==> src/rtl/pll_lock_sequencer.sv <==
// pll_lock_sequencer: PLL power-up/lock sequencer with lock qualification, timeout retry and loss recovery.
// Optional lock-loss event counter enabled by defining PLL_SEQ_LOSS_CNT_EN.
module pll_lock_sequencer #(
    parameter int               RESET_CYCLES        = 16,
    parameter int               LOCK_STABLE_CYCLES  = 1024,
    parameter int               LOCK_TIMEOUT_CYCLES = 65535,
    parameter int               MAX_RETRIES         = 3,
    parameter logic [3:0]       CLKOUT_MASK         = 4'b0011,
    parameter int               CNT_W               = 16
) (
    input  logic       clk,
    input  logic       resetn,
    input  logic       enable,
    input  logic       clr_fault,
    input  logic       pll_lock,
    output logic       pll_en,
    output logic       pll_resetn,
    output logic [3:0] clkout_en,
    output logic       ready,
    output logic       fault,
    output logic [3:0] retry_cnt,
    output logic [7:0] loss_cnt
);

    typedef enum logic [2:0] {
        S_OFF, S_RESET, S_WAIT, S_STABLE, S_RUN, S_FAULT
    } state_t;

    state_t             state, nxt;
    logic [CNT_W-1:0]   cnt;
    logic [3:0]         retry_d;
    logic               lock_q1, lock_s;
    logic               pll_en_d, pll_resetn_d, ready_d, fault_d;
    logic [3:0]         clkout_en_d;

    // two-flop synchroniser for the raw PLL lock
    always_ff @(posedge clk or negedge resetn)
        if (!resetn) {lock_s, lock_q1} <= 2'b00;
        else         {lock_s, lock_q1} <= {lock_q1, pll_lock};

    // state, shared cycle counter (cleared on every state change) and retry count
    always_ff @(posedge clk or negedge resetn)
        if (!resetn) begin
            state     <= S_OFF;
            cnt       <= '0;
            retry_cnt <= 4'd0;
        end else begin
            state     <= nxt;
            cnt       <= (nxt != state) ? '0 : cnt + CNT_W'(1);
            retry_cnt <= retry_d;
        end

    // next state; a dropped enable overrides everything else
    always_comb begin
        nxt = state;
        case (state)
            S_OFF:    nxt = enable ? S_RESET : S_OFF;
            S_RESET:  nxt = (cnt == CNT_W'(RESET_CYCLES - 1)) ? S_WAIT : S_RESET;
            S_WAIT:   nxt = lock_s ? S_STABLE :
                            (cnt != CNT_W'(LOCK_TIMEOUT_CYCLES - 1)) ? S_WAIT :
                            (retry_cnt < 4'(MAX_RETRIES)) ? S_RESET : S_FAULT;
            S_STABLE: nxt = !lock_s ? S_WAIT :
                            (cnt == CNT_W'(LOCK_STABLE_CYCLES - 1)) ? S_RUN : S_STABLE;
            S_RUN:    nxt = lock_s ? S_RUN : S_RESET;
            S_FAULT:  nxt = clr_fault ? S_OFF : S_FAULT;
            default:  nxt = S_OFF;
        endcase
        if (!enable) nxt = S_OFF;
    end

    // retry bookkeeping follows the chosen transition, so a disable leaves it untouched
    always_comb begin
        retry_d = retry_cnt;
        if (state == S_OFF && nxt == S_RESET) retry_d = 4'd0;
        if (state == S_WAIT && nxt == S_RESET) retry_d = retry_cnt + 4'd1;
        if (state == S_RUN && nxt == S_RESET) retry_d = 4'd0;
    end

    // output decode from the next state so outputs change on the same edge as the state
    always_comb begin
        pll_en_d     = nxt inside {S_RESET, S_WAIT, S_STABLE, S_RUN};
        pll_resetn_d = nxt inside {S_WAIT, S_STABLE, S_RUN};
        clkout_en_d  = (nxt == S_RUN) ? CLKOUT_MASK : 4'b0000;
        ready_d      = nxt == S_RUN;
        fault_d      = nxt == S_FAULT;
    end

    // registered outputs; async reset forces clock enables low without a clock edge
    always_ff @(posedge clk or negedge resetn)
        if (!resetn) begin
            pll_en     <= 1'b0;
            pll_resetn <= 1'b0;
            clkout_en  <= 4'b0000;
            ready      <= 1'b0;
            fault      <= 1'b0;
        end else begin
            pll_en     <= pll_en_d;
            pll_resetn <= pll_resetn_d;
            clkout_en  <= clkout_en_d;
            ready      <= ready_d;
            fault      <= fault_d;
        end

`ifdef PLL_SEQ_LOSS_CNT_EN
    logic loss_evt;
    assign loss_evt = (state == S_RUN) && (nxt == S_RESET);

    // saturating count of lock-loss events seen in RUN
    always_ff @(posedge clk or negedge resetn)
        if (!resetn)                            loss_cnt <= 8'h00;
        else if (loss_evt && loss_cnt != 8'hFF) loss_cnt <= loss_cnt + 8'h01;
`else
    assign loss_cnt = 8'h00;
`endif

endmodule

==> config.mk <==
export PLATFORM = sky130hd
export DESIGN_NAME = pll_lock_sequencer
export DESIGN_NICKNAME = d
export VERILOG_FILES = /design/src/rtl/pll_lock_sequencer.sv
export SDC_FILE = /design/constraint.sdc
export NUM_CORES = 1
export LEC_CHECK = 0
export CAP_MARGIN = 40
export CELL_PAD_IN_SITES_DETAIL_PLACEMENT = 0
export CELL_PAD_IN_SITES_GLOBAL_PLACEMENT = 2
export CORE_MARGIN = 3
export CORE_UTILIZATION = 29
export CTS_BUF_LIST = sky130_fd_sc_hd__clkbuf_16
export DETAILED_ROUTE_END_ITERATION = 16
export PLACE_DENSITY = 0.81
export SLEW_MARGIN = 20
export SYNTH_ARGS = -nofsm -noshare
export SYNTH_HDL_FRONTEND = slang
export SYNTH_SLANG_ARGS = --single-unit
==> constraint.sdc <==
create_clock -name clk -period 2.33 [get_ports clk]
set_input_delay 0.466 -clock clk [delete_from_list [all_inputs] [get_ports clk]]
set_output_delay 0.466 -clock clk [all_outputs]
set_load 0.01 [all_outputs]
==> Yosys cells after proc, flatten, opt, wreduce, memory -nomap -nowiden <==
Index checks and enable logic that the tools add are counted.
{ "word_totals": {"ff_bits": 31, "input_bits": 5, "output_inout_bits": 20, "wordCells": 49} }
{ "classes": {"n_addsub": 2, "n_lt_le_gt_ge": 1, "eq_ne": 14, "muxes": 15, "reduce_logical": 7} }
{ "ops": {"columns": ["cell", "n"], "rows": [
  ["$mux W3", 8],
  ["$pmux W3 S6", 1],
  ["$add A16 B1 Y16 const B", 1],
  ["$eq A16 B10 Y1 const B", 1],
  ["$eq A16 B4 Y1 const B", 1],
  ["$mux W16", 1],
  ["$ne A16 B16 Y1 const B", 1],
  ["$eq A3 B2 Y1 const B", 4],
  ["$eq A3 B3 Y1 const B", 4],
  ["$mux W4", 3],
  ["$eq A3 B1 Y1 const B", 2],
  ["$reduce_bool A3 Y1", 2],
  ["$add A4 B1 Y4 const B", 1],
  ["$lt A4 B2 Y1 const B", 1],
  ["$mux W2", 2],
  ["$reduce_bool A4 Y1", 1],
  ["$logic_and A1 B1 Y1", 3],
  ["$logic_not A3 Y1", 1],
  ["$ne A3 B3 Y1", 1]
]} }

==> Logic depth before layout (Yosys ltp) <==
Gate-level depths: netlist of run 1.
{ "logic_depth": {"word_depth": 11, "ltp_mapped": 9, "depth_no_buf": 8} }

==> Worst setup path after synthesis of run 1 <==
No wires, ideal clock.
{ "synth_path": {"path_type": "register to register", "startpoint": "register cnt[0]", "endpoint": "register pll_en", "setup_time_ns": 0.121, "arrival_ns": 2.041, "t_required_ns": 2.209, "setup_slack_ns": 0.168, "path_stages_with_launch": 9, "n_path_buf": 0, "synth_period_minus_slack_ns": 2.162, "cell_sequence": "dfrtp_1 > inv_1 > ha_1 > nand4_1 > or4_4 > or4_4 > a21oi_4 > o21a_1 > nor2_1"} }
{ "synth_between": {"elab_chain_cells": 7, "word_cells_on_any_way": 15, "classes_between": "7 x eq/ne; 7 x mux; 1 x reduce/logical"} }
{ "synth_lines": {"columns": ["element", "line_no", "source"], "rows": [
  ["start: declaration", "30", "logic [CNT_W-1:0] cnt;"],
  ["start signal: assignment", "49", "cnt <= (nxt != state) ? '0 : cnt + CNT_W'(1);"],
  ["$eq A16 B10 Y1 / $ne A16 B16 Y1 (equally long branches)", "63, 60", null],
  ["$mux W3 (on tied branches)", "63, 60", null],
  ["$mux W3 (on tied branches)", "62, 59", null],
  ["$pmux W3 S6 *", "56", "case (state)"],
  ["$mux W3 *", "68", "if (!enable) nxt = S_OFF;"],
  ["named net nxt[2]", "29", "state_t state, nxt;"],
  ["$eq A3 B1 Y1, or another cell as far along", "81", "pll_en_d = nxt inside {S_RESET, S_WAIT, S_STABLE, S_RUN};"],
  ["$reduce_bool A4 Y1 *", "81", null],
  ["named net pll_en_d", "33", "logic pll_en_d, pll_resetn_d, ready_d, fault_d;"],
  ["end signal: assignment", "97", "pll_en <= pll_en_d;"],
  ["end: declaration", "16", "output logic pll_en,"]
]} }
The timed path passes the listed nets; every way through them passes the cells marked *.
A chain may end at the register's enable or synchronous reset.

==> Worst setup path after layout of run 1 <==
Same ends and word-level chain as after synthesis.

==> results.cfg, run 1 <==
[sta]
worst_clock_skew_ps = 1.293
setup-tns-final_ps = 0
hold_violation_count_in_the_final_report = 0
rsz_0062_raised_after_global_routing = no
fin_worst_hold_slack_ps = 345.5
portion_of_the_clock_cycle_consumed_by_the_worst_path_in_the_final_layout_pct = 93.63
setup_viol = 0
layout_min_cycle_time_ps = 2182
max_freq_mhz = 458.4
slew_violations = 0

[drt]
routed-via-count = 1261
drc = 0
detail_route.wl_per_cell_um = 12.55
ant_nets = 0
wl_um = 3352
detailedRoute.firstIterationViolations = 15
detail_route.vias_per_cell = 4.723
drt_first_pass_iters = 4

[synthesis]
yosys_warnings = 0
synthDistinctLibCells = 43
yosysTopAreaCell = dfrtp_1
average_instance_area_after_synthesis_um2 = 9.402
synth_top_area_share_pct = 45.14
synth-async-reset-ratio_pct = 100.0
edff_count_synth = 0
post_synth_instance_area_um2 = 1608
syn_inst = 171
seq_area_frac_synth_pct = 45.14
yosys_most_used_dff = dfrtp_1
ys_seq_elements = 29
post_synth_main_area_contributors = dfrtp_1, nor2_1, buf_4

[worst_setup_path]
critical_path.startpoint_type = flip-flop
path_cells = inv_1 > ha_1 > nand4_1 > or4_4 > or4_4 > a21oi_4 > o21a_1 > nor2_1
delay_contributed_by_the_slowest_stage_of_the_critical_path_ps = 500
worstSetupPathType = flip-flop to flip-flop
reg2reg_from = cnt[0]$_DFF_PN0_
setup.worst_path.end_class = flip-flop
worstPathArrival_ps = 2340
cp_startpoint = cnt[0]$_DFF_PN0_
worstPathRequired_ps = 2490
worst-path-max-fanout = 4
crit_slowest_cell = or4_4
critPathMostFrequentCell = or4_4
reg2reg_slack_ps = 150

[cts]
cts-buffers-inserted = 5
cts-htree-levels = 2
tritoncts = built
numClockSinks = 29
clkTransAtPathRegs_ps = 50
ctsLongestPathBuffers = 2
clockRootBuffer = clkbuf_16
clkLatencyLatePin_ps = 270

[floorplan]
die_x_um = 80.46
die-area_um2 = 6474
fp-row-count = 26
design.core.area_um2 = 5238
pin_count = 25
die-height_um = 80.46
start_util_pct = 30.70

[finish]
post_route_cells_drive_above_1_share_pct = 13.71
fill_cells = 541
antenna_cells_inserted = 0
syn2layout_area_growth_pct = 25.21
finish.net_count = 204

[pwr]
power.leakage_uw = 0.0008880
power_per_cell_area_nw_per_um2 = 636.1
irDropWorstVdd_mv = 0.2528

[status]
result_of_the_run = finished clean

[worst_hold_path]
hp-start = lock_q1$_DFF_PN0_
min_path_type = flip-flop to flip-flop

[grt]
grt_antenna_before_repair = 0
global_route_wire_length_before_repair_um = 5816
grt.total_usage_pct = 12.00
number_of_global_route_vias_before_repair = 1209
grt_start_max_net_pins = 30
grt-ovfl-total = 0

[place]
weighted_congestion_at_the_end_of_routability_driven_global_placement = 0.7746
portBuffers = 14
detailed_place_hpwl_um = 2450

[flow_run]
maxCapViolations = 0
[cells by family after synthesis]
logic type / after synthesis / synth area share [%]
simple gates: 80 / 26.15
other cells: 1 / 0.2332
xor+xnor: 13 / 7.082
fa+ha+maj: 3 / 2.335
buf+inv: 21 / 7.860
flops: 29 / 45.14
compound gates: 24 / 11.21
[power by group]
| group | leakage (µW) | internal, µW | switching [µW] |
|---|---|---|---|
| logic | 0.000419 | 60.3 | 70.9 |
| clock network | 0.0000748 | 386 | 212 |
| registers | 0.000394 | 528 | 22.5 |
[critical path, delay by kind of cell, from the launching register on]
family	cells	cell delay, ps
adders and majority gates	1	130
DFF	1	400
and+or+nand+nor	4	1130
AOI/OAI and AO/OA	2	350
buffers and inverters	1	70
[final cells by class]
cell class                      count  area, µm²  share of cell area, %
Timing Repair Buffer               25      235.2                  11.68
Sequential cell                    29      725.7                  36.05
Tap cell                           70      87.58                  4.351
Clock buffer                        5      125.1                  6.215
Inverter                            5      18.77                 0.9323
Clock inverter                      3      13.76                 0.6837
Multi-Input combinational cell    130      807.0                  40.09
[final timing paths]
path / endpoint / cells after the start
worst max-delay path: pll_en$_DFF_PN0_ / 8
worst min-delay path: lock_s$_DFF_PN0_ / 0
worst max register to register: pll_en$_DFF_PN0_ / 8
worst min register to register: lock_s$_DFF_PN0_ / 0
max in group asynchronous: retry_cnt[0]$_DFFE_PN0P_ / 2
min in group asynchronous: pll_resetn$_DFF_PN0_ / 2
[state kept, by name, summed over array words and instances, names as in the netlist]
| name | flops |
|---|---|
| lock_q1 | 1 |
| clkout_en | 1 |
| lock_s | 1 |
| retry_cnt | 4 |
| fault | 1 |
| state | 3 |
| pll_resetn | 1 |
| cnt | 16 |
| pll_en | 1 |
[synth_stat cells, types with 2 or more instances]
library cell / instances
dfrtp_1: 29
nor4_1: 3
nor2_1: 28
a21oi_1: 4
nand2_1: 11
and3_1: 3
inv_1: 5
o21ai_0: 3
a31oi_1: 4
buf_4: 12
nor3_1: 6
buf_2: 2
clkbuf_1: 2
or4_4: 2
xor2_1: 6
and4_1: 3
and2_1: 4
nand4_1: 5
ha_1: 3
nand3_1: 6
nand4b_1: 2
xnor2_1: 7
[placed cells by master (no fill, tap or decap), types with 4 or more instances in the layout]
master           Yosys  routed
a21oi_1              4       4
xnor2_1              7       7
nor2_1              28      28
dfrtp_1             29      29
and2_1               4       4
clkdlybuf4s50_1      0      14
xor2_1               6       6
nand4_1              5       5
conb_1               1      10
clkbuf_16            0       5
nand3_1              6       6
inv_1                5       6
buf_4               12      10
nand2_1             11      11
nor3_1               6       6
[per-layer routing]
layer / GRT usage (%) / wire (µm) / vias to the layer above / part of all wire (%)
li1: - / - / 631 / -
met1: 15.61 / 1606 / 592 / 48
met2: 17.88 / 1489 / 32 / 44
met3: 3.924 / 194 / 6 / 5.8
met4: 5.574 / 62 / 0 / 1.8
met5: 0 / 0 / - / 0
[stage by stage]
step | std cells | util (%) | total power [µW] | instance area, µm² | setup slack, ps
after CTS | 265 | 37.82 | 1300 | 1981 | 42.96
after floorplan | 180 | - | 636.6 | 1642 | 167.8
final | 267 | 38.44 | 1281 | 2013 | 148.3
after global placement | 257 | 35.16 | 687.9 | 1842 | 66.90
after global routing | 267 | 38.44 | 1350 | 2013 | 3.798
after detailed placement | 257 | 35.16 | 687.0 | 1842 | 51.85
[repair_timing]
| item | in CTS | in global routing |
|---|---|---|
| buffers inserted | 0 | 2 |
| resized for setup | 0 | 3 |
| endpoints found under the setup margin | 0 | 22 |
| hold buffers | 0 | 0 |
Note: power is estimated with default switching activity, not from simulation.
==> run 2: changes to the inputs <==
--- a/config.mk
+++ b/config.mk
@@ -5,7 +5,7 @@
 export SDC_FILE = /design/constraint.sdc
 export NUM_CORES = 1
 export LEC_CHECK = 0
-export CAP_MARGIN = 40
+export CAP_MARGIN = 20
 export CELL_PAD_IN_SITES_DETAIL_PLACEMENT = 0
 export CELL_PAD_IN_SITES_GLOBAL_PLACEMENT = 2
 export CORE_MARGIN = 3
==> results of run 2 <==
The final DEF is identical to that of run 1; final timing and power are the same.
==> run 3: changes to the inputs <==
--- a/config.mk
+++ b/config.mk
@@ -12,6 +12,7 @@
 export CORE_UTILIZATION = 29
 export CTS_BUF_LIST = sky130_fd_sc_hd__clkbuf_16
 export DETAILED_ROUTE_END_ITERATION = 16
+export HOLD_SLACK_MARGIN = 0.06
 export PLACE_DENSITY = 0.81
 export SLEW_MARGIN = 20
 export SYNTH_ARGS = -nofsm -noshare
==> results of run 3 <==
The final DEF is identical to that of run 1; final timing and power are the same.
